--- src/rtl/csr_avmm_responder.sv ---
// AFU CSR responder: 64-bit Avalon-MM slave serving local AFU registers and
// bridging a MAC window onto a 32-bit CSR master with per-half timeouts.
module csr_avmm_responder #(
    parameter logic [63:0] DFH_VALUE = 64'h1000_0000_0000_1000,
    parameter logic [63:0] AFU_ID_L  = 64'h0,
    parameter logic [63:0] AFU_ID_H  = 64'h0,
    parameter int unsigned TIMEOUT   = 256
) (
    input  logic        clk,
    input  logic        reset,
    input  logic [17:0] avmm_address,
    input  logic        avmm_read,
    input  logic        avmm_write,
    input  logic [63:0] avmm_writedata,
    input  logic [7:0]  avmm_byteenable,
    output logic        avmm_waitrequest,
    output logic [63:0] avmm_readdata,
    output logic        avmm_readdatavalid,
    output logic [15:0] mac_csr_address,
    output logic        mac_csr_read,
    output logic        mac_csr_write,
    output logic [31:0] mac_csr_writedata,
    input  logic        mac_csr_waitrequest,
    input  logic [31:0] mac_csr_readdata,
    input  logic        mac_csr_readdatavalid
);

    // Handshake: upstream command is taken on a clock edge where
    // (read|write) & !waitrequest; downstream likewise on (read|write) &
    // !mac_csr_waitrequest. Read data returns on a one-cycle *readdatavalid.

    typedef enum logic [2:0] {
        IDLE, LOCAL_RSP, LO_REQ, LO_DATA, HI_REQ, HI_DATA, RSP
    } state_t;

    localparam logic [15:0] TMO_LAST = 16'(TIMEOUT - 1);
    localparam logic [31:0] CNT_MAX  = 32'hFFFF_FFFF;

    state_t      state, state_nxt;
    logic        accept, is_mac, lo_en, hi_en, local_wr;
    logic        in_req, in_data, is_hi_half, tmo_hit;
    logic        half_done, half_tmo, half_end;
    logic [8:0]  offset;
    logic [63:0] local_rdata;

    logic        op_rd_q, hi_pend_q;
    logic [12:0] waddr_q;
    logic [63:0] wdata_q, rdata_q, scratch_q;
    logic [15:0] tmo_cnt_q;
    logic [31:0] timeout_count_q, mac_txn_count_q;

    logic        unused_addr_bits;
    assign unused_addr_bits = ^avmm_address[2:0];

    assign avmm_waitrequest   = reset | (state != IDLE);
    assign accept             = (avmm_read | avmm_write) & ~avmm_waitrequest;
    assign is_mac             = (avmm_address[17:16] == 2'b01);
    assign lo_en              = |avmm_byteenable[3:0];
    assign hi_en              = |avmm_byteenable[7:4];
    assign offset             = avmm_address[11:3];
    assign local_wr           = accept & ~avmm_read & ~is_mac;

    assign in_req     = (state == LO_REQ) || (state == HI_REQ);
    assign in_data    = (state == LO_DATA) || (state == HI_DATA);
    assign is_hi_half = (state == HI_REQ) || (state == HI_DATA);
    // >= rather than == so a read accepted on its last allowed cycle still
    // aborts if its data never shows up in *_DATA.
    assign tmo_hit    = (tmo_cnt_q >= TMO_LAST);

    assign avmm_readdata      = rdata_q;
    assign avmm_readdatavalid = (state == LOCAL_RSP) || (state == RSP);
    assign mac_csr_read       = in_req & op_rd_q;
    assign mac_csr_write      = in_req & ~op_rd_q;
    assign mac_csr_address    = in_req ? {2'b00, waddr_q, is_hi_half} : 16'd0;
    assign mac_csr_writedata  = !in_req    ? 32'd0 :
                                is_hi_half ? wdata_q[63:32] : wdata_q[31:0];

    always_comb begin
        local_rdata = 64'd0;
        case (offset)
            9'd0:    local_rdata = DFH_VALUE;
            9'd1:    local_rdata = AFU_ID_L;
            9'd2:    local_rdata = AFU_ID_H;
            9'd3:    local_rdata = scratch_q;
            9'd4:    local_rdata = {mac_txn_count_q, timeout_count_q};
            default: local_rdata = 64'd0;
        endcase
    end

    always_ff @(posedge clk) begin
        if (reset) begin
            state <= IDLE;
        end else begin
            state <= state_nxt;
        end
    end

    always_comb begin
        state_nxt = state;
        half_done = 1'b0;
        half_tmo  = 1'b0;
        case (state)
            IDLE: begin
                if (accept) begin
                    if (is_mac) begin
                        if (lo_en)          state_nxt = LO_REQ;
                        else if (hi_en)     state_nxt = HI_REQ;
                        else if (avmm_read) state_nxt = RSP;
                        else                state_nxt = IDLE;
                    end else if (avmm_read) begin
                        state_nxt = LOCAL_RSP;
                    end
                end
            end
            LOCAL_RSP, RSP: state_nxt = IDLE;
            LO_REQ, HI_REQ: begin
                if (!mac_csr_waitrequest) begin
                    if (op_rd_q) state_nxt = (state == LO_REQ) ? LO_DATA : HI_DATA;
                    else         half_done = 1'b1;
                end else if (tmo_hit) begin
                    half_tmo = 1'b1;
                end
            end
            LO_DATA, HI_DATA: begin
                if (mac_csr_readdatavalid) half_done = 1'b1;
                else if (tmo_hit)          half_tmo  = 1'b1;
            end
            default: state_nxt = IDLE;
        endcase

        half_end = half_done | half_tmo;
        if (half_end) begin
            if (!is_hi_half && hi_pend_q) state_nxt = HI_REQ;
            else if (op_rd_q)             state_nxt = RSP;
            else                          state_nxt = IDLE;
        end
    end

    always_ff @(posedge clk) begin
        if (reset) begin
            op_rd_q         <= 1'b0;
            hi_pend_q       <= 1'b0;
            waddr_q         <= 13'd0;
            wdata_q         <= 64'd0;
            rdata_q         <= 64'd0;
            scratch_q       <= 64'd0;
            tmo_cnt_q       <= 16'd0;
            timeout_count_q <= 32'd0;
            mac_txn_count_q <= 32'd0;
        end else begin
            if (accept) begin
                op_rd_q   <= avmm_read;
                hi_pend_q <= hi_en;
                waddr_q   <= avmm_address[15:3];
                wdata_q   <= avmm_writedata;
                if (avmm_read) rdata_q <= is_mac ? 64'd0 : local_rdata;
            end

            if (local_wr && offset == 9'd3) begin
                for (int i = 0; i < 8; i++) begin
                    if (avmm_byteenable[i]) scratch_q[8*i +: 8] <= avmm_writedata[8*i +: 8];
                end
            end

            if ((state_nxt == LO_REQ || state_nxt == HI_REQ) && state_nxt != state) begin
                tmo_cnt_q <= 16'd0;
            end else if ((in_req || in_data) && tmo_cnt_q != 16'hFFFF) begin
                tmo_cnt_q <= tmo_cnt_q + 16'd1;
            end

            if (half_done && in_data) begin
                if (is_hi_half) rdata_q[63:32] <= mac_csr_readdata;
                else            rdata_q[31:0]  <= mac_csr_readdata;
            end
            if (half_tmo && op_rd_q) begin
                if (is_hi_half) rdata_q[63:32] <= 32'hDEAD_BEEF;
                else            rdata_q[31:0]  <= 32'hDEAD_BEEF;
            end

            // STATUS writes happen only in IDLE, so they never race an increment.
            if (local_wr && offset == 9'd4) begin
                timeout_count_q <= 32'd0;
                mac_txn_count_q <= 32'd0;
            end else begin
                if (half_tmo && timeout_count_q != CNT_MAX)
                    timeout_count_q <= timeout_count_q + 32'd1;
                if (half_end && mac_txn_count_q != CNT_MAX)
                    mac_txn_count_q <= mac_txn_count_q + 32'd1;
            end
        end
    end

endmodule

--- config.mk ---
export PLATFORM = sky130hd
export DESIGN_NAME = csr_avmm_responder
export DESIGN_NICKNAME = d
export VERILOG_FILES = /design/src/rtl/csr_avmm_responder.sv
export SDC_FILE = /design/constraint.sdc
export NUM_CORES = 1
export LEC_CHECK = 0
export CORE_ASPECT_RATIO = 0.5
export CORE_MARGIN = 4
export CORE_UTILIZATION = 45
export DETAILED_ROUTE_END_ITERATION = 8
export PLACE_DENSITY = 0.79
export SLEW_MARGIN = 10
export SYNTH_ARGS = -nofsm -noshare
export SYNTH_HDL_FRONTEND = slang
export SYNTH_SLANG_ARGS = --single-unit
export TNS_END_PERCENT = 5
--- constraint.sdc ---
create_clock -name clk -period 2.5 [get_ports clk]
set_input_delay 0.5 -clock clk [delete_from_list [all_inputs] [get_ports clk]]
set_output_delay 0.5 -clock clk [all_outputs]
set_load 0.02 [all_outputs]
==> impl_metrics.json <==
{
  "status": "finished, violations left",
  "violations": "setup timing",
  "placed_area_um2": 16900,
  "synthAdderAreaFrac_pct": 0.283,
  "timing.setup.tns_ns": -0.0229,
  "ant_nets": 0,
  "crit_chain": "nand2b_1 > and2_1 > nor2_4 > buf_6 > and2_1 > clkdlybuf4s15_2",
  "wl_mm": 51.4,
  "synth_top_family_by_area": "simple AND/OR/NAND/NOR gates",
  "relSlewSlack_pct": 36.2,
  "grt_pass1_vias": 13100,
  "worst_slack_ns": -0.00916,
  "dpl.hpwl_mm": 37.4,
  "vias": 14300,
  "worstPathMaxFanout": 12,
  "vias_per_cell": 5.86,
  "crit_slowest_cell": "dfxtp_4",
  "syn-cell-area_um2": 13300,
  "die_x_um": 251,
  "row_count": 44,
  "crit_path_start": "state[2]$_SDFF_PP0_",
  "slowest_delay_ns": 0.37,
  "clock_latency_ns": 0.56,
  "dp_slack_ns": -0.596,
  "ys_ff_latch": 290,
  "cap_violations": 0,
  "r2r_start": "tmo_cnt_q[8]$_SDFFE_PP0P_",
  "synth.distinct_cells": 62,
  "grt_pass1_wl_mm": 76.3,
  "setup_viol": 3,
  "rsz0062_at_grt": "yes",
  "end_kind": "output port",
  "die_area_um2": 32400,
  "grt_max_degree": 214,
  "synth_xor_area_share_pct": 3.56,
  "start_util_pct": 45.7,
  "async_flop_share_pct": 0,
  "synth_warnings": 0,
  "clkTransAtPathRegs_ns": 0.07,
  "layout_commonest_cell": "nand2_1",
  "critPathKind": "reg -> out",
  "finalInstanceArea_um2": 17900,
  "synth_flop_cell": "dfxtp_1",
  "cts_tree": "yes",
  "wl_per_cell_um": 21.1,
  "mostFrequentLayoutCells": "415 x nand2_1, 287 x dfxtp_1, 240 x a21oi_1",
  "place_congestion": 0.994,
  "hold_class": "reg -> reg",
  "fin_skew_ns": 0.0156,
  "drt_first_pass_iters": 7,
  "die_y_um": 129,
  "overflow": 0,
  "post-route-util_pct": 61.7,
  "fin_crit_sh_pct": 100,
  "syn_to_final_growth_pct": 35.0,
  "synth_compound_area_share_pct": 20.9,
  "synth_area_per_cell_um2": 7.57,
  "cpMostUsedCell": "and2_1",
  "cp.required_ns": 2.00,
  "cts_root_buf": "clkbuf_16",
  "layout_min_cycle_time_ns": 2.51,
  "io-pin-count": 244,
  "clk_path_buf_depth": 3,
  "peakVddDrop_mv": 0.450,
  "clock.fmax_ghz": 0.399,
  "synthTopCellsByArea": "dfxtp_1 44%, nand2_1 12%, a21oi_1 9.2%",
  "synth_top_area_share_pct": 43.8,
  "r2r_slack_ns": 0.03,
  "yosys-mux-area-fraction_pct": 0.462,
  "nNetsFinal": 2154,
  "cts_num_sinks": 290,
  "cts_max_level": 1,
  "synth_edf_count": 0,
  "drive_above_1_share_pct": 12.1,
  "core_area_um2": 29000,
  "antenna_found_initial": 0,
  "yosys.area.top_type": "dfxtp_1",
  "dr.first_iter.drc_count": 2033,
  "r2r-end": "tmo_cnt_q[12]$_SDFFE_PP0P_",
  "power_density_nw_per_um2": 594,
  "yosysSeqAreaShare_pct": 43.8,
  "finalHoldViolations": 0,
  "portBuffers": 238,
  "synthSimpleGateAreaFrac_pct": 27.0,
  "worst_slew_pin_slew_ns": 0.957,
  "leakage_nw": 6.01,
  "diodes": 0,
  "reg2reg_depth": 8,
  "drc": 0,
  "netlist_instances": 1752,
  "holdBufCountCts": 0,
  "crit_path_end": "mac_csr_address[11]",
  "start_kind": "register",
  "cp.arrival_ns": 2.01,
  "slew_violations": 0,
  "grt_usage_pct": 30.0,
  "cts_inserted_buffers": 27
}
## synthesized netlist by cell type, types with 3 or more instances
master / instances
and3_1: 12
mux2i_1: 5
xnor2_1: 49
buf_4: 3
nand2_1: 417
xor2_1: 3
o21ai_0: 30
dfxtp_1: 290
o211ai_1: 4
nor3b_1: 6
a21oi_1: 245
clkbuf_1: 111
buf_2: 6
or3_1: 9
a211oi_1: 62
and4_1: 10
and2_1: 27
nand4_1: 15
a22oi_1: 80
nand2b_1: 12
nor4b_1: 3
nor2_1: 178
ha_1: 3
nor2b_1: 3
buf_1: 5
nand3_1: 34
nor3_1: 34
nor4_1: 24
o31ai_1: 10
inv_1: 9
or4_1: 11
a31oi_1: 4
## kinds of logic after synthesis
logic type / after synthesis
xor gates and xnor gates: 53
adders and majority gates: 3
DFF: 290
AOI/OAI and AO/OA: 458
other: 1
and+or+nand+nor: 807
muxes: 6
buffers and inverters: 134
## critical path: cells and delay by family (launching register included)
kind          cells  cell delay, ns
buf+inv           2            0.42
flops             1            0.37
simple gates      4            0.67
## final cells by class
type                            instances  area [µm²]
Tap cell                              391         489
Multi-Input combinational cell       1329        7080
Sequential cell                       290        5810
Clock buffer                           38         767
Timing Repair Buffer                  366        3510
Clock inverter                         11         209
Fill cell                            2502       11100
Inverter                                9        33.8
## worst min path at each step
| stage | from | endpoint | slack, ns | cells after the start |
|---|---|---|---|---|
| 2_1_floorplan | scratch_q[0]$_SDFFE_PP0P_ | scratch_q[0]$_SDFFE_PP0P_ | 0.43 | 2 |
| 3_3_place_gp | waddr_q[0]$_SDFFE_PP0N_ | waddr_q[0]$_SDFFE_PP0N_ | 0.44 | 2 |
| 5_1_grt | reset | state[0]$_SDFF_PP0_ | 0.47 | 4 |
| 4_1_cts | reset | state[0]$_SDFF_PP0_ | 0.45 | 4 |
| 6_report | waddr_q[11]$_SDFFE_PP0N_ | waddr_q[11]$_SDFFE_PP0N_ | 0.45 | 2 |
| 3_5_place_dp | waddr_q[8]$_SDFFE_PP0N_ | waddr_q[8]$_SDFFE_PP0N_ | 0.44 | 2 |
## power breakdown
group,internal (mW),leakage (nW),switching [mW]
logic,0.490,3.18,0.710
clock network,2.76,0.480,1.87
registers,4.74,2.35,0.0719
total,7.98,6.01,2.66
## state kept, by name (all words and copies together) (netlist names)
register	count
waddr_q	13
avmm_readdata	64
timeout_count_q	32
mac_txn_count_q	32
wdata_q	64
op_rd_q	1
state	3
scratch_q	64
tmo_cnt_q	16
hi_pend_q	1
## repair_timing
action | CTS | global route
endpoints found under the hold margin | 0 | 0
setup endpoints to repair | 59 | 122
resized for setup | 135 | 40
pin swaps | 0 | 0
buffers inserted | 0 | 0
cloned | 0 | 1
## layer usage
layer  wire [µm]  share of wire [%]  vias to the layer above  GRT usage [%]
met5           0                  0                        -              0
met4        1990                3.9                        0           10.0
li1            -                  -                     6639              -
met3        6380                 12                      130           7.86
met1       20600                 40                     6688           41.3
met2       22500                 44                      817           46.2
## per-stage QoR
step	power, mW	instances	hold WS (ns)
floorplan	5.43	1753	0.432
global placement	6.06	2384	0.437
detailed placement	6.07	2384	0.442
CTS	10.6	2433	0.453
global route	10.9	2434	0.469
finish	10.6	2434	0.451
(Power assumes the default switching activity.)
